### src/rtl/booth_mul_pipe.sv
// booth_mul_pipe: two-stage pipelined 32x32 multiplier for the EXE/MEM path.
//
// Stage 1: radix-4 Booth encoding of the 33-bit extended multiplier. It
//          builds 17 partial products and transposes them into 17-bit
//          columns, which are registered.
// Stage 2: each column is compressed by a 17-input Wallace slice. The slices
//          are chained column to column through 14-bit carry vectors. A final
//          carry-propagate add follows, and the selected product half is
//          registered.
//
// Handshake (both sides): a transfer happens on a rising clk edge where
// valid && ready are both high. The producer holds its payload stable while
// valid is high and ready is low. ready never depends on valid on the same
// side.
//
// Ports:
//   clk, reset       clock, synchronous active-high reset
//   flush            synchronous cancel of all in-flight operations
//   in_valid/ready   request handshake; op, src1, src2 and in_tag form the payload
//   op               00 mul.w, 01 mulh.w, 10 mulh.wu, 11 treated as 00
//   out_valid/ready  result handshake; result and out_tag form the payload
//   s1_valid, s2_valid  pipeline occupancy (debug visibility)
module booth_mul_pipe #(
  parameter int TAG_W = 5
) (
  input  logic             clk,
  input  logic             reset,
  input  logic             flush,
  input  logic             in_valid,
  output logic             in_ready,
  input  logic [1:0]       op,
  input  logic [31:0]      src1,
  input  logic [31:0]      src2,
  input  logic [TAG_W-1:0] in_tag,
  output logic             out_valid,
  input  logic             out_ready,
  output logic [31:0]      result,
  output logic [TAG_W-1:0] out_tag,
  output logic             s1_valid,
  output logic             s2_valid
);

  // Only product bits [63:0] are ever observed. Columns 64/65 of the exact
  // 66-bit sum carry only upward, so every partial product is kept modulo
  // 2^64 and 64 columns are stored.
  localparam int NCOL = 64;

  // Full adder. Returns {carry, sum}.
  function automatic logic [1:0] fa(input logic a, input logic b, input logic c);
    return {(a & b) | (a & c) | (b & c), a ^ b ^ c};
  endfunction

  // 17-input Wallace column slice. Returns {cout[13:0], c, s}.
  // The carry inputs enter at later levels than the carries leaving the
  // same level. This keeps the chain between columns free of loops.
  function automatic logic [15:0] wallace17(input logic [16:0] din, input logic [13:0] cin);
    logic [13:0] co;
    logic [4:0]  l1;
    logic [3:0]  l2;
    logic [1:0]  l3, l4, r;
    logic [11:0] v2;
    logic [7:0]  v3;
    logic [5:0]  v4;
    logic [3:0]  v5;
    logic        l5;
    co = '0;
    l1 = '0;
    l2 = '0;
    l3 = '0;
    l4 = '0;
    for (int i = 0; i < 5; i++) begin
      r = fa(din[3*i], din[3*i+1], din[3*i+2]);
      l1[i] = r[0];
      co[i] = r[1];
    end
    v2 = {cin[4:0], din[16:15], l1};
    for (int i = 0; i < 4; i++) begin
      r = fa(v2[3*i], v2[3*i+1], v2[3*i+2]);
      l2[i] = r[0];
      co[5+i] = r[1];
    end
    v3 = {cin[8:5], l2};
    for (int i = 0; i < 2; i++) begin
      r = fa(v3[3*i], v3[3*i+1], v3[3*i+2]);
      l3[i] = r[0];
      co[9+i] = r[1];
    end
    v4 = {cin[10:9], v3[7:6], l3};
    for (int i = 0; i < 2; i++) begin
      r = fa(v4[3*i], v4[3*i+1], v4[3*i+2]);
      l4[i] = r[0];
      co[11+i] = r[1];
    end
    v5 = {cin[12:11], l4};
    r = fa(v5[0], v5[1], v5[2]);
    l5 = r[0];
    co[13] = r[1];
    r = fa(l5, v5[3], cin[13]);
    return {co, r[1], r[0]};
  endfunction

  // Booth select for the triplet {y[2k+1], y[2k], y[2k-1]}.
  // Returns {neg, magnitude}. The magnitude is 0, X or 2X.
  function automatic logic [64:0] booth_sel(input logic [2:0] trip, input logic [63:0] x1);
    case (trip)
      3'b001, 3'b010: return {1'b0, x1};
      3'b011:         return {1'b0, x1 << 1};
      3'b100:         return {1'b1, x1 << 1};
      3'b101, 3'b110: return {1'b1, x1};
      default:        return '0;
    endcase
  endfunction

  // ---------------- stage 1: Booth encode + transpose ----------------
  logic [16:0] col_d [NCOL];
  logic [15:0] neg_d;

  always_comb begin
    logic [32:0] x;
    logic [33:0] y;
    logic [34:0] yb;
    logic [63:0] x1, pp;
    logic [64:0] sel;
    x   = (op == 2'b01) ? {src1[31], src1} : {1'b0, src1};
    y   = (op == 2'b01) ? {{2{src2[31]}}, src2} : {2'b00, src2};
    yb  = {y, 1'b0};                      // yb[i+1] = y[i], yb[0] = y[-1] = 0
    x1  = {{31{x[32]}}, x};
    neg_d = '0;
    for (int j = 0; j < NCOL; j++) col_d[j] = '0;
    // PP0..PP15: complementing the whole shifted value also sets its low 2k
    // zero bits. The +1 correction therefore always lands at weight 1.
    for (int k = 0; k < 16; k++) begin
      sel = booth_sel(yb[2*k +: 3], x1);
      pp  = sel[63:0] << (2*k);
      if (sel[64]) pp = ~pp;
      neg_d[k] = sel[64];
      for (int j = 0; j < NCOL; j++) col_d[j][k] = pp[j];
    end
    // PP16 is negated in true two's complement and needs no correction bit.
    sel = booth_sel(yb[34:32], x1);
    pp  = sel[63:0] << 32;
    if (sel[64]) pp = -pp;
    for (int j = 0; j < NCOL; j++) col_d[j][16] = pp[j];
  end

  logic             s1_v, s2_v;
  logic [1:0]       s1_op;
  logic [TAG_W-1:0] s1_tag;
  logic [15:0]      s1_neg;
  logic [16:0]      s1_col [NCOL];
  logic             s1_go, s2_go, accept;

  assign s2_go    = !s2_v || out_ready;
  assign s1_go    = s1_v && s2_go;
  assign in_ready = (!s1_v || s2_go) && !reset;
  assign accept   = in_valid && in_ready;

  always_ff @(posedge clk) begin
    if (reset || flush) s1_v <= 1'b0;
    else if (accept)    s1_v <= 1'b1;
    else if (s1_go)     s1_v <= 1'b0;
  end

  always_ff @(posedge clk) begin
    if (accept) begin
      s1_col <= col_d;
      s1_neg <= neg_d;
      s1_op  <= op;
      s1_tag <= in_tag;
    end
  end

  // ---------------- stage 2: Wallace chain + final add ----------------
  logic [63:0] sum_v;
  logic [62:0] car_v;
  logic [63:0] res64;
  logic [31:0] res_sel;

  always_comb begin
    logic [13:0] cin;
    logic [15:0] w;
    cin   = s1_neg[13:0];
    sum_v = '0;
    car_v = '0;
    for (int j = 0; j < NCOL; j++) begin
      w = wallace17(s1_col[j], cin);
      sum_v[j] = w[0];
      if (j < 63) car_v[j] = w[1];
      cin = w[15:2];                      // the top column's carry-out is dropped
    end
    res64   = sum_v + {car_v, s1_neg[14]} + {63'd0, s1_neg[15]};
    res_sel = (s1_op == 2'b01 || s1_op == 2'b10) ? res64[63:32] : res64[31:0];
  end

  always_ff @(posedge clk) begin
    if (reset) begin
      s2_v    <= 1'b0;
      result  <= '0;
      out_tag <= '0;
    end else if (flush) begin
      s2_v <= 1'b0;
    end else if (s1_go) begin
      s2_v    <= 1'b1;
      result  <= res_sel;
      out_tag <= s1_tag;
    end else if (out_ready) begin
      s2_v <= 1'b0;
    end
  end

  assign out_valid = s2_v;
  assign s1_valid  = s1_v;
  assign s2_valid  = s2_v;

endmodule
### config.mk
export PLATFORM = sky130hd
export DESIGN_NAME = booth_mul_pipe
export DESIGN_NICKNAME = d
export VERILOG_FILES = /design/src/rtl/booth_mul_pipe.sv
export SDC_FILE = /design/constraint.sdc
export NUM_CORES = 2
export LEC_CHECK = 0
export ABC_AREA = 1
export BUFFER_PORTS_ARGS = -buffer_cell sky130_fd_sc_hd__clkbuf_2
export CAP_MARGIN = 30
export CORE_MARGIN = 10
export CORE_UTILIZATION = 45
export DETAILED_ROUTE_END_ITERATION = 10
export GPL_TIMING_DRIVEN = 0
export SKIP_LAST_GASP = 1
export SLEW_MARGIN = 20
export SYNTH_ARGS = -nofsm -noshare
export SYNTH_HDL_FRONTEND = slang
export SYNTH_SLANG_ARGS = --single-unit
### constraint.sdc
create_clock -name clk -period 33 [get_ports clk]
set_input_delay 0 -clock clk [delete_from_list [all_inputs] [get_ports clk]]
set_output_delay 0 -clock clk [all_outputs]
set_load 0.02 [all_outputs]
==> results.md <==
* Drt first pass iters at 7
* Die Wd at 372 um
* First-pass GRT wire length at 297 mm
* Post-Syn Instances at 5673
* Worst relative slew slack at 23.6%
* Port bufs at 115
* Via density at 5.55
* CP Max Fanout at 13
* Slowest cell on the critical path: inv_1
* Clk slew on worst S/H paths at 80 ps
* Min Tclk post-route at 7520 ps
* Data required time of the critical path at 33650 ps
* Slew Limit Fails at 0
* HP Class: in -> reg
* Routed len/inst at 27.0 um
* Detail Route Antenna Nets at 0
* Sequential-to-total area share from yosys stat at 34.4%
* Initial antenna violation count at 8
* Starting Density at 45.3%
* Post-CTS setup buffer count at 0
* Placer congestion estimate at 1.02
* Crit path launch type: flop
* Maxcap violations at 0
* Core area at 123000 sq um
* Status: complete, no violations
* CTS tree: built
* Most frequent CP cell: nand2_1
* Most common cell after layout, fill and taps aside: inv_1
* Die Y at 372 um
* Main synth FF type: edfxtp_1
* Top achievable clock speed at 0.133 GHz
* Synthesized net count at 6581
* Post-layout net count at 6910
* Htree depth at 3
* Area growth from synthesis to layout at 12.6%
* I/O Pins at 117
* Finish-stage setup viols at 0
* Via count at 42700
* Setup WS pre-CTS at 25620 ps
* Slew @ Worst Pin at 1150 ps
* Layout Utilization at 51.0%
* Post-Route WL at 208 mm
* Cell row count at 129
* Synthesis Warnings at 0
* Clock Skew at 48.0 ps
* Library cells used by synthesis at 43
* Vias in the first global route at 42800
* Mapped Area at 55900 sq um
* Setup ws final at 25480 ps
* Clock latency on the worst-skew pair at 730 ps
* Post-synth EDFFs at 614
* Largest net degree at the start of global routing at 30
* CTS Buffer Depth at 3
* Commonest cells after routing, fill and taps aside: 1443 x inv_1, 722 x fa_1, 663 x nand2_1
* Endpoints failing hold at 0
* Period utilisation layout at 22.8%
* Post-route cell area at 62900 sq um
* Clock Sinks at 653
* Overall routing resource usage at 29.9%
* Crit path DAT at 8170 ps
* Clock root cell: clkbuf_16
* Layout cells sized above 1 at 7.55%
* FF+latch count, synth at 653
* Gr ovfl total at 0
* Crit end category: flop
* RSZ-0062 raised after global routing: no
* Placed cell areas at 59300 sq um
* DRC violations left at 0
* Critical Path Max Stage Delay at 700 ps
* Iter 0 DRT Violations at 5822
* Setup_tns at 0 ps
* HPWL after detailed placement at 165 mm
* Total CTS buffers at 79
* Die Area at 139000 sq um
* Asr flop ratio synth at 0%
* Synthesized area per cell at 9.85 sq um
* Worst Setup Path Type: reg -> reg
## layer usage
metal,routed length (um),track usage [%]
met5,55,0
met2,89000,44.5
met3,26600,9.70
met4,11400,14.7
met1,80800,39.3
## sequential cells by signal, indices dropped and copies added, names as in the netlist
| name | flops |
|---|---|
| s1_op | 2 |
| result | 32 |
| s1_neg | 16 |
| out_valid | 1 |
| out_tag | 5 |
| s1_col | 591 |
| s1_valid | 1 |
| s1_tag | 5 |
## area by class of cell
| class | instances | area, sq um |
|---|---|---|
| diodes | 5 | 12.5 |
| well taps | 1637 | 2050 |
| plain buffers | 271 | 1100 |
| fillers | 11300 | 60600 |
| clock inverters | 47 | 531 |
| clock buffers | 95 | 2070 |
| repair buffers | 248 | 2370 |
| inverters | 1488 | 5590 |
| flip-flops and latches | 653 | 19200 |
| multi-input cells | 3261 | 30000 |
## per-stage QoR
stage | hold WS, ps | instances
detailed placement | 183 | 7465
global placement | 178 | 7425
floorplan | 69.1 | 5673
finish | 28.9 | 7705
CTS | 1.30 | 7687
global route | 38.5 | 7701
## cells by family (layout without fill, tap and decap cells)
group / Yosys count / in the layout / share of synthesized area [%]
buffers and inverters: 1759 / 2149 / 12.0
DFF: 653 / 653 / 34.4
and+or+nand+nor: 1086 / 1086 / 8.29
adders and majority gates: 832 / 832 / 28.3
xor gates and xnor gates: 535 / 535 / 8.39
other: 0 / 5 / 0
AOI/OAI and AO/OA: 808 / 808 / 8.62
## critical path, delay by kind of cell, from the launching register on
kind | cells | cell delay (ps)
and+or+nand+nor | 11 | 930
AOI/OAI and AO/OA | 1 | 120
adders and majority gates | 7 | 3680
buffers and inverters | 7 | 2130
DFF | 1 | 550
## synth_stat cells, types with 5 or more instances
library cell | instances | area share [%]
inv_1 | 1444 | 9.7
fa_1 | 723 | 26
nand2_1 | 664 | 4.5
edfxtp_1 | 614 | 33
o22ai_1 | 542 | 6.1
xor2_1 | 517 | 8.1
clkbuf_1 | 215 | 1.4
nor2_1 | 183 | 1.2
a21oi_1 | 122 | 1.1
ha_1 | 109 | 2.4
nand3_1 | 100 | 0.90
o21ai_0 | 91 | 0.82
buf_2 | 52 | 0.47
nand2_2 | 44 | 0.49
dfxtp_1 | 39 | 1.4
clkinv_1 | 36 | 0.24
nor2_2 | 30 | 0.34
nand4_1 | 21 | 0.24
o21ai_1 | 19 | 0.17
xnor2_1 | 18 | 0.28
nand3b_1 | 13 | 0.17
o31ai_1 | 13 | 0.17
inv_2 | 8 | 0.054
nor3_1 | 7 | 0.063
a21oi_2 | 6 | 0.094
a211oi_1 | 5 | 0.067
nor2_4 | 5 | 0.10
## timing repair
item                                    in CTS  in global routing
hold buffers                                80                  1
endpoints found under the setup margin       0                  0
gates resized for setup                      0                  0
endpoints found under the hold margin      184                  1
## worst paths after layout
path | start | to | slack, ps | cells after the start
max | s1_col[1085] | result[1] | 25480 | 26
min | op[0] | s1_op[0] | 30 | 2
max reg2reg | s1_col[1085] | result[1] | 25480 | 26
min reg2reg | result[0] | result[0] | 460 | 2
Power is left out: the tool's default activity adds up to more than one toggle a clock period on the data nets, which glitch-free logic cannot reach.
